==> src/rtl/reg_file_read_pkg.sv <==
// Shared constants and types for the register file and its scoreboard.
package reg_file_read_pkg;

  localparam int NUM_REGS   = 32;
  localparam int ADDR_WIDTH = $clog2(NUM_REGS);
  localparam int DATA_WIDTH = 32;

  typedef logic [ADDR_WIDTH-1:0] reg_addr_t;
  typedef logic [DATA_WIDTH-1:0] data_t;

  // Entry 0 always reads as zero and can never be reserved.
  localparam reg_addr_t ZERO_REG = '0;

endpackage : reg_file_read_pkg

==> src/rtl/reg_file_read_if.sv <==
// Bus between writeback/decode and the register file.
//
// There is no valid/ready flow control here: every input strobe
// (regWrite, reserve, readEn) acts in the cycle it is high, and
// read results appear on the clock after readEn and hold until the next readEn.
// stall is a one-cycle flag that goes with the read that produced it.
interface reg_file_read_if;
  import reg_file_read_pkg::*;

  // writeback side
  logic      regWrite;
  reg_addr_t writeAddr;
  data_t     writeData;

  // issue side
  logic      reserve;
  reg_addr_t reserveAddr;

  // decode read side
  logic      readEn;
  reg_addr_t readAddrA;
  reg_addr_t readAddrB;
  data_t     readDataA;
  data_t     readDataB;
  logic      readReadyA;
  logic      readReadyB;
  logic      stall;

  // The pipeline drives requests and consumes read results.
  modport master (
    output regWrite, writeAddr, writeData,
    output reserve, reserveAddr,
    output readEn, readAddrA, readAddrB,
    input  readDataA, readDataB, readReadyA, readReadyB, stall
  );

  // The register file consumes requests and produces read results.
  modport slave (
    input  regWrite, writeAddr, writeData,
    input  reserve, reserveAddr,
    input  readEn, readAddrA, readAddrB,
    output readDataA, readDataB, readReadyA, readReadyB, stall
  );

endinterface : reg_file_read_if

==> src/rtl/reg_scoreboard.sv <==
// Per-register busy bits: reserve sets a bit, writeback clears it, and a
// same-cycle reserve beats a writeback because it is the newer instruction.
// The busy state of two addresses is looked up for the read ports.
module reg_scoreboard
  import reg_file_read_pkg::*;
(
  input  logic      clk_i,
  input  logic      reset_i,
  input  logic      set_i,
  input  reg_addr_t set_addr_i,
  input  logic      clr_i,
  input  reg_addr_t clr_addr_i,
  input  reg_addr_t addr_a_i,
  input  reg_addr_t addr_b_i,
  output logic      busy_a_o,
  output logic      busy_b_o
);

  logic [NUM_REGS-1:0] busy_q;
  logic [NUM_REGS-1:0] busy_d;

  // Apply the clear first, then the set, so the set wins on a collision.
  always_comb begin
    busy_d = busy_q;
    if (clr_i && (clr_addr_i != ZERO_REG)) begin
      busy_d[clr_addr_i] = 1'b0;
    end
    if (set_i && (set_addr_i != ZERO_REG)) begin
      busy_d[set_addr_i] = 1'b1;
    end
    busy_d[ZERO_REG] = 1'b0;
  end

  // Busy vector register; reset drops all outstanding reservations.
  always_ff @(posedge clk_i) begin
    if (reset_i) begin
      busy_q <= '0;
    end else begin
      busy_q <= busy_d;
    end
  end

  // Lookups see the state before this cycle's updates.
  assign busy_a_o = busy_q[addr_a_i];
  assign busy_b_o = busy_q[addr_b_i];

endmodule : reg_scoreboard

==> src/rtl/reg_file_read.sv <==
// 32-entry register file with two registered read ports, one write port,
// write-to-read bypass and a busy scoreboard that reports pending operands.
module reg_file_read
  import reg_file_read_pkg::*;
(
  input  logic            clk,
  input  logic            reset,
  reg_file_read_if.slave  bus
);

  data_t mem_q [NUM_REGS];

  data_t data_a_q, data_a_d;
  data_t data_b_q, data_b_d;
  logic  ready_a_q, ready_a_d;
  logic  ready_b_q, ready_b_d;
  logic  stall_q, stall_d;

  logic  busy_a;
  logic  busy_b;
  logic  wr_en;

  assign wr_en = bus.regWrite && (bus.writeAddr != ZERO_REG);

  reg_scoreboard u_scoreboard (
    .clk_i      (clk),
    .reset_i    (reset),
    .set_i      (bus.reserve),
    .set_addr_i (bus.reserveAddr),
    .clr_i      (bus.regWrite),
    .clr_addr_i (bus.writeAddr),
    .addr_a_i   (bus.readAddrA),
    .addr_b_i   (bus.readAddrB),
    .busy_a_o   (busy_a),
    .busy_b_o   (busy_b)
  );

  // Register storage; entry 0 is never written and stays zero.
  always_ff @(posedge clk) begin
    if (reset) begin
      for (int i = 0; i < NUM_REGS; i++) begin
        mem_q[i] <= '0;
      end
    end else if (wr_en) begin
      mem_q[bus.writeAddr] <= bus.writeData;
    end
  end

  // Next read-port values: zero register, then bypass, then storage.
  // A same-cycle reserve is ignored here because the reader is older.
  always_comb begin
    data_a_d  = data_a_q;
    data_b_d  = data_b_q;
    ready_a_d = ready_a_q;
    ready_b_d = ready_b_q;
    stall_d   = 1'b0;
    if (bus.readEn) begin
      if (bus.readAddrA == ZERO_REG) begin
        data_a_d  = '0;
        ready_a_d = 1'b1;
      end else if (bus.regWrite && (bus.writeAddr == bus.readAddrA)) begin
        data_a_d  = bus.writeData;
        ready_a_d = 1'b1;
      end else begin
        data_a_d  = mem_q[bus.readAddrA];
        ready_a_d = ~busy_a;
      end

      if (bus.readAddrB == ZERO_REG) begin
        data_b_d  = '0;
        ready_b_d = 1'b1;
      end else if (bus.regWrite && (bus.writeAddr == bus.readAddrB)) begin
        data_b_d  = bus.writeData;
        ready_b_d = 1'b1;
      end else begin
        data_b_d  = mem_q[bus.readAddrB];
        ready_b_d = ~busy_b;
      end

      stall_d = ~(ready_a_d & ready_b_d);
    end
  end

  // Output registers; operands idle as zero and ready after reset.
  always_ff @(posedge clk) begin
    if (reset) begin
      data_a_q  <= '0;
      data_b_q  <= '0;
      ready_a_q <= 1'b1;
      ready_b_q <= 1'b1;
      stall_q   <= 1'b0;
    end else begin
      data_a_q  <= data_a_d;
      data_b_q  <= data_b_d;
      ready_a_q <= ready_a_d;
      ready_b_q <= ready_b_d;
      stall_q   <= stall_d;
    end
  end

  assign bus.readDataA  = data_a_q;
  assign bus.readDataB  = data_b_q;
  assign bus.readReadyA = ready_a_q;
  assign bus.readReadyB = ready_b_q;
  assign bus.stall      = stall_q;

endmodule : reg_file_read

==> src/flat_wrapper.sv <==
// flat-port wrapper written by rule: the top's interface ports become plain ports
module reg_file_read_flat import reg_file_read_pkg::*;
  (clk, reset, bus_regWrite, bus_writeAddr, bus_writeData, bus_reserve, bus_reserveAddr, bus_readEn, bus_readAddrA, bus_readAddrB, bus_readDataA, bus_readDataB, bus_readReadyA, bus_readReadyB, bus_stall);
  reg_file_read_if bus_i ();
  input  logic clk;
  input  logic reset;
  input wire logic [$bits(bus_i.regWrite)-1:0] bus_regWrite;
  input wire logic [$bits(bus_i.writeAddr)-1:0] bus_writeAddr;
  input wire logic [$bits(bus_i.writeData)-1:0] bus_writeData;
  input wire logic [$bits(bus_i.reserve)-1:0] bus_reserve;
  input wire logic [$bits(bus_i.reserveAddr)-1:0] bus_reserveAddr;
  input wire logic [$bits(bus_i.readEn)-1:0] bus_readEn;
  input wire logic [$bits(bus_i.readAddrA)-1:0] bus_readAddrA;
  input wire logic [$bits(bus_i.readAddrB)-1:0] bus_readAddrB;
  output wire logic [$bits(bus_i.readDataA)-1:0] bus_readDataA;
  output wire logic [$bits(bus_i.readDataB)-1:0] bus_readDataB;
  output wire logic [$bits(bus_i.readReadyA)-1:0] bus_readReadyA;
  output wire logic [$bits(bus_i.readReadyB)-1:0] bus_readReadyB;
  output wire logic [$bits(bus_i.stall)-1:0] bus_stall;
  assign bus_i.regWrite = bus_regWrite;
  assign bus_i.writeAddr = bus_writeAddr;
  assign bus_i.writeData = bus_writeData;
  assign bus_i.reserve = bus_reserve;
  assign bus_i.reserveAddr = bus_reserveAddr;
  assign bus_i.readEn = bus_readEn;
  assign bus_i.readAddrA = bus_readAddrA;
  assign bus_i.readAddrB = bus_readAddrB;
  assign bus_readDataA = bus_i.readDataA;
  assign bus_readDataB = bus_i.readDataB;
  assign bus_readReadyA = bus_i.readReadyA;
  assign bus_readReadyB = bus_i.readReadyB;
  assign bus_stall = bus_i.stall;
  reg_file_read u_core (.clk(clk), .reset(reset), .bus(bus_i));
endmodule
==> config.mk <==
export PLATFORM = sky130hd
export DESIGN_NAME = reg_file_read_flat
export DESIGN_NICKNAME = d
export VERILOG_FILES = /design/src/rtl/reg_file_read_pkg.sv /design/src/rtl/reg_file_read_if.sv /design/src/rtl/reg_scoreboard.sv /design/src/rtl/reg_file_read.sv /design/src/flat_wrapper.sv
export SDC_FILE = /design/constraint.sdc
export NUM_CORES = 2
export LEC_CHECK = 0
export BUFFER_PORTS_ARGS = -buffer_cell sky130_fd_sc_hd__clkbuf_2
export CORE_MARGIN = 10
export CORE_UTILIZATION = 43
export CTS_BUF_LIST = sky130_fd_sc_hd__clkbuf_4 sky130_fd_sc_hd__clkbuf_8
export DETAILED_ROUTE_END_ITERATION = 10
export PLACE_DENSITY = 0.67
export SLEW_MARGIN = 30
export SYNTH_ARGS = -nofsm -noshare
export SYNTH_HDL_FRONTEND = slang
export SYNTH_SLANG_ARGS = --single-unit
==> constraint.sdc <==
create_clock -name clk -period 3.61 [get_ports clk]
set_clock_uncertainty 0.15 [all_clocks]
set_input_delay 0.1805 -clock clk [delete_from_list [all_inputs] [get_ports clk]]
set_output_delay 0.1805 -clock clk [all_outputs]
set_load 0.01 [all_outputs]
* Yosys cells after proc, flatten, opt, wreduce, memory -nomap -nowiden
Memories as Yosys holds them, arrays and structs flattened. Index checks and enable logic that the tools add are counted.
Storage, ports and cells: logic and storage cells 64, memory bits (writable) 1024, output and inout port bits 67, memories 1, input bits 57, flip-flop bits (word level) 99
Memory list:
- u_core.mem_q | words 32, width 32, read ports 2, clocked after Yosys merged registers in 0, wr ports 32, RTL line reg_file_read.sv:11 | data_t mem_q [NUM_REGS];
Cells by class: bitwise gates (word level) 8, reductions and logical operators 12, equality and inequality tests 2, $lt $le $gt $ge 6, mux-type cells 28
Operators with widths (number):
- $mux 32 | 7
- $and 32x32->32 | 1
- $not 32->32 | 1
- $or 32x32->32 | 1
- $reduce_or 32->1 | 1
- $lt 5x6->1 const B | 4
- $mux 1 | 16
- $bmux 1 s5 | 2
- $demux 1 s5 | 2
- $eq 5x5->1 | 2
- $ge 5x1->1 const B | 2
- $logic_not 5->1 | 2
- $reduce_bool 5->1 | 2
- $logic_and 1x1->1 | 6
- $mux 5 | 1
- $not 1->1 | 4
- $reduce_or 2->1 | 1
- $and 1x1->1 | 1

* Longest topological paths before layout
depth after elaboration 9, mapped depth 11, mapped depth without buffers 6

* Cells and area by module
A second synthesis with hierarchy kept.
Unflattened totals: cells, all modules 4013, area, all modules 59034.1 um^2
By module, submodules not included:
- reg_file_read | times used 1, seq. area each 32090.8 um^2, cells each 3771, area an instance 57181.1 um^2
- reg_scoreboard | times used 1, seq. area each 620.6 um^2, cells each 242, area an instance 1853.0 um^2

* Least setup slack after synthesis
Ideal clock, no wire load.
path type input -> register, from input bus_writeAddr[4], to memory u_core.mem_q[31][0] (netlist name), enable pin, path slack -0.235 ns, buffers on the path 2, data required time 2.992 ns, library setup time 0.468 ns, data arrival time 3.227 ns, cell stages on the path 4, cell sequence clkbuf_1 -> clkbuf_1 -> nand3_1 -> o21ai_0
RTL lines:
- start: declaration | RTL line flat_wrapper.sv:8 | input wire logic [$bits(bus_i.writeAddr)-1:0] bus_writeAddr;
- end: declaration | RTL line reg_file_read.sv:11

* Worst setup path after layout
from input bus_readAddrA[1], to register u_core.data_a_q[22], in the netlist u_core.bus.readDataA[22]
Between the ends: cells in the longest elaborated chain, start to end 4, elaborated cells on any way between the ends 6, classes of those cells 1 x eq/ne; 2 x mux; 2 x reduce/logical; 1 x memory
Ends and longest elaborated chain:
- start: declaration | RTL line flat_wrapper.sv:13 | input wire logic [$bits(bus_i.readAddrA)-1:0] bus_readAddrA;
- branches (longest 3 deep; another with $mem_v2 32x32)
- $mux 32 (*) | RTL line reg_file_read.sv:58 | if (bus.readAddrA == ZERO_REG) begin
- end signal: assignment | RTL line reg_file_read.sv:93 | data_a_q <= data_a_d;
- end: declaration | RTL line reg_file_read.sv:13 | data_t data_a_q, data_a_d;
Mark *: on every way between the ends. A chain may end at the register's enable or synchronous reset.

==> flow_summary.json <==
{
  "core_area_um2": 136000,
  "drtAntennaViolNets": 0,
  "rr_startpoint": "u_core.mem_q[21][22]$_SDFFCE_PN0P_",
  "io_buffers": 123,
  "synthFlopType": "edfxtp_1",
  "whs_ns": 0.106,
  "worstSkewPairLatency_ns": 0.96,
  "grt.total_usage_pct": 28.1,
  "numCtsBuffers": 183,
  "wirelength_um": 217000,
  "netlist_instances": 4077,
  "setup_viol": 0,
  "root_buffer": "clkbuf_8",
  "cp_data_required_time_ns": 4.28,
  "rows": 135,
  "power.density_nw_per_um2": 460,
  "fin_crit_sh_pct": 87.3,
  "min_path_type": "in2reg",
  "status": "finished, final reports clean",
  "cts.sinks": 1122,
  "nets": 4303,
  "synth_edf_count": 1024,
  "drc": 0,
  "worst-r2r-cell-count": 7,
  "power_leakage_nw": 23.1,
  "reg2reg_setup_slack_ns": 0.86,
  "layout_common_cells": "1,024 x edfxtp_1, 1,019 x and2_1, 504 x mux4_2",
  "vias": 40900,
  "post_cts_buffers": 0,
  "worstSetupPathType": "in2reg",
  "synth-seq-area-share_pct": 55.5,
  "cp-end-kind": "flop",
  "avgRoutedWirePerCell_um": 35.2,
  "holdPathStages": 3,
  "ys_ff_latch": 1122,
  "tns_ns": 0,
  "grt_pass1_vias": 39900,
  "peakVddDrop_mv": 0.359,
  "die-area_um2": 152000,
  "worst_pin_slew_ns": 1.01,
  "rsz0062_at_grt": "no",
  "syn_area_per_cell_um2": 14.5,
  "cp.arrival_ns": 3.82,
  "ys_warn_count": 0,
  "dp_hpwl_um": 129000,
  "max-cap-violations": 0,
  "drt_iter0_markers": 6996,
  "grt_pass1_wl_um": 305000,
  "firstDrtPassIters": 6,
  "cts_tree": "yes",
  "synth_area_um2": 59000,
  "min_to": "u_core.bus.readDataB[30]$_SDFFE_PP0P_",
  "syn_to_final_growth_pct": 13.5,
  "total_power_mw": 30.8,
  "min_from": "bus_readEn",
  "gp_congestion": 0.961,
  "crit_fanout": 49,
  "antenna_found_initial": 25,
  "slew_viol_final": 0,
  "hold_violations": 0,
  "drive_gt1_share_pct": 28.2,
  "io_pins": 124,
  "die_x_um": 390,
  "clockBufferDepth": 3,
  "timing.fmax_mhz": 317,
  "die_y_um": 390,
  "layout_commonest_cell": "edfxtp_1",
  "viasPerCell": 6.62,
  "crit_path_start_kind": "input port",
  "period_minus_slack_ns": 3.15,
  "yosysUniqueCellTypes": 59,
  "rr_endpoint": "u_core.bus.readDataA[22]$_SDFFE_PP0P_",
  "grt_max_degree": 108,
  "htreeDepth": 4,
  "clk_pin_slew_ns": 0.06,
  "start_util_pct": 43.4,
  "synthArstFlopShare_pct": 0,
  "overflow": 0,
  "slew_headroom_pct": 32.6
}
[metrics by stage]
stage / area, um2 / setup WS (ns) / std cells / util [%]
CTS: 66900 / 0.759 / 6176 / 49.2
global placement: 62500 / 0.422 / 5775 / 46.0
global route: 66900 / 0.404 / 6178 / 49.2
floorplan: 59100 / -0.174 / 4108 / -
finish: 66900 / 0.459 / 6187 / 49.3
detailed placement: 62500 / 0.427 / 5775 / 46.0
[final cells by class]
class	count	area (um2)
Tap cell	1781	2230
Sequential cell	1122	32700
Fill cell	11500	68900
Timing Repair Buffer	378	3440
Clock buffer	273	3310
Clock inverter	61	367
Antenna cell	11	27.5
Inverter	34	128
Multi-Input combinational cell	2527	24700
[repair_timing]
item | 4_1_cts | 5_1_grt
hold endpoints to repair | 1156 | 0
resized for setup | 0 | 0
hold buffers | 67 | 0
[metal layers]
layer | vias to the layer above | routed length, um | global-route usage, %
met3 | 596 | 33000 | 9.51
met4 | 10 | 11700 | 13.8
met2 | 3583 | 93000 | 40.4
met1 | 20800 | 79700 | 38.0
met5 | - | 64 | 0
li1 | 16000 | - | -
[registers in the layout (all words and copies together) (netlist names)]
register,cells
u_core.bus.readDataA,32
u_core.bus.readDataB,32
u_core.u_scoreboard.busy_q,31
u_core.bus.stall,1
u_core.mem_q,1024
u_core.bus.readReadyA,1
u_core.bus.readReadyB,1
[Yosys cell counts (all sizes together) (66+ instances only)]
cell type / count / area, um2
edfxtp: 1024 / 30700
clkbuf: 301 / 1130
and2: 1024 / 6410
dfxtp: 98 / 1960
mux2i: 109 / 1090
o21ai: 103 / 515
nor2b: 69 / 432
nand2: 107 / 402
a221oi: 66 / 697
o22ai: 73 / 457
buf: 124 / 815
a21oi: 112 / 561
mux4: 504 / 11400
[cell families (layout without fill, tap and decap cells)]
group	count (synthesis)	in the layout	share of synthesized area (%)
muxes	637	637	21.6
buffers and inverters	459	746	3.51
other	1	43	0.00636
and+or+nand+nor	1342	1342	13.5
xor gates and xnor gates	10	10	0.149
AOI/OAI and AO/OA	506	506	5.79
DFF	1122	1122	55.5
[worst max-delay path: stages]
cell           delay [ns]
dlygate4sd3_1        0.57
buf_8                0.42
xor2_1               0.14
nor4_1               0.39
nand3_1              0.52
nand2_1              0.40
buf_4                0.34
o22ai_1              0.13
dlygate4sd3_1        0.59
[report_power, final]
group	internal [mW]	switching [mW]
Sequential	14.9	0.484
Combinational	1.62	2.34
Clock	6.06	5.37
[how the worst max path moves through the flow]
stage	slack [ns]	end	depth (start not counted)	from
2_1_floorplan	-0.17	u_core.mem_q[27][0]$_SDFFCE_PN0P_	4	bus_writeAddr[4]
5_1_grt	0.40	u_core.bus.readDataA[22]$_SDFFE_PP0P_	9	bus_readAddrA[1]
3_5_place_dp	0.43	u_core.bus.readDataB[12]$_SDFFE_PP0P_	7	bus_readAddrB[2]
6_report	0.46	u_core.bus.readDataA[22]$_SDFFE_PP0P_	9	bus_readAddrA[1]
4_1_cts	0.76	u_core.bus.readDataA[22]$_SDFFE_PP0P_	9	bus_readAddrA[1]
3_3_place_gp	0.42	u_core.bus.readDataB[12]$_SDFFE_PP0P_	7	bus_readAddrB[2]
Power figures use the tool's default switching activity.
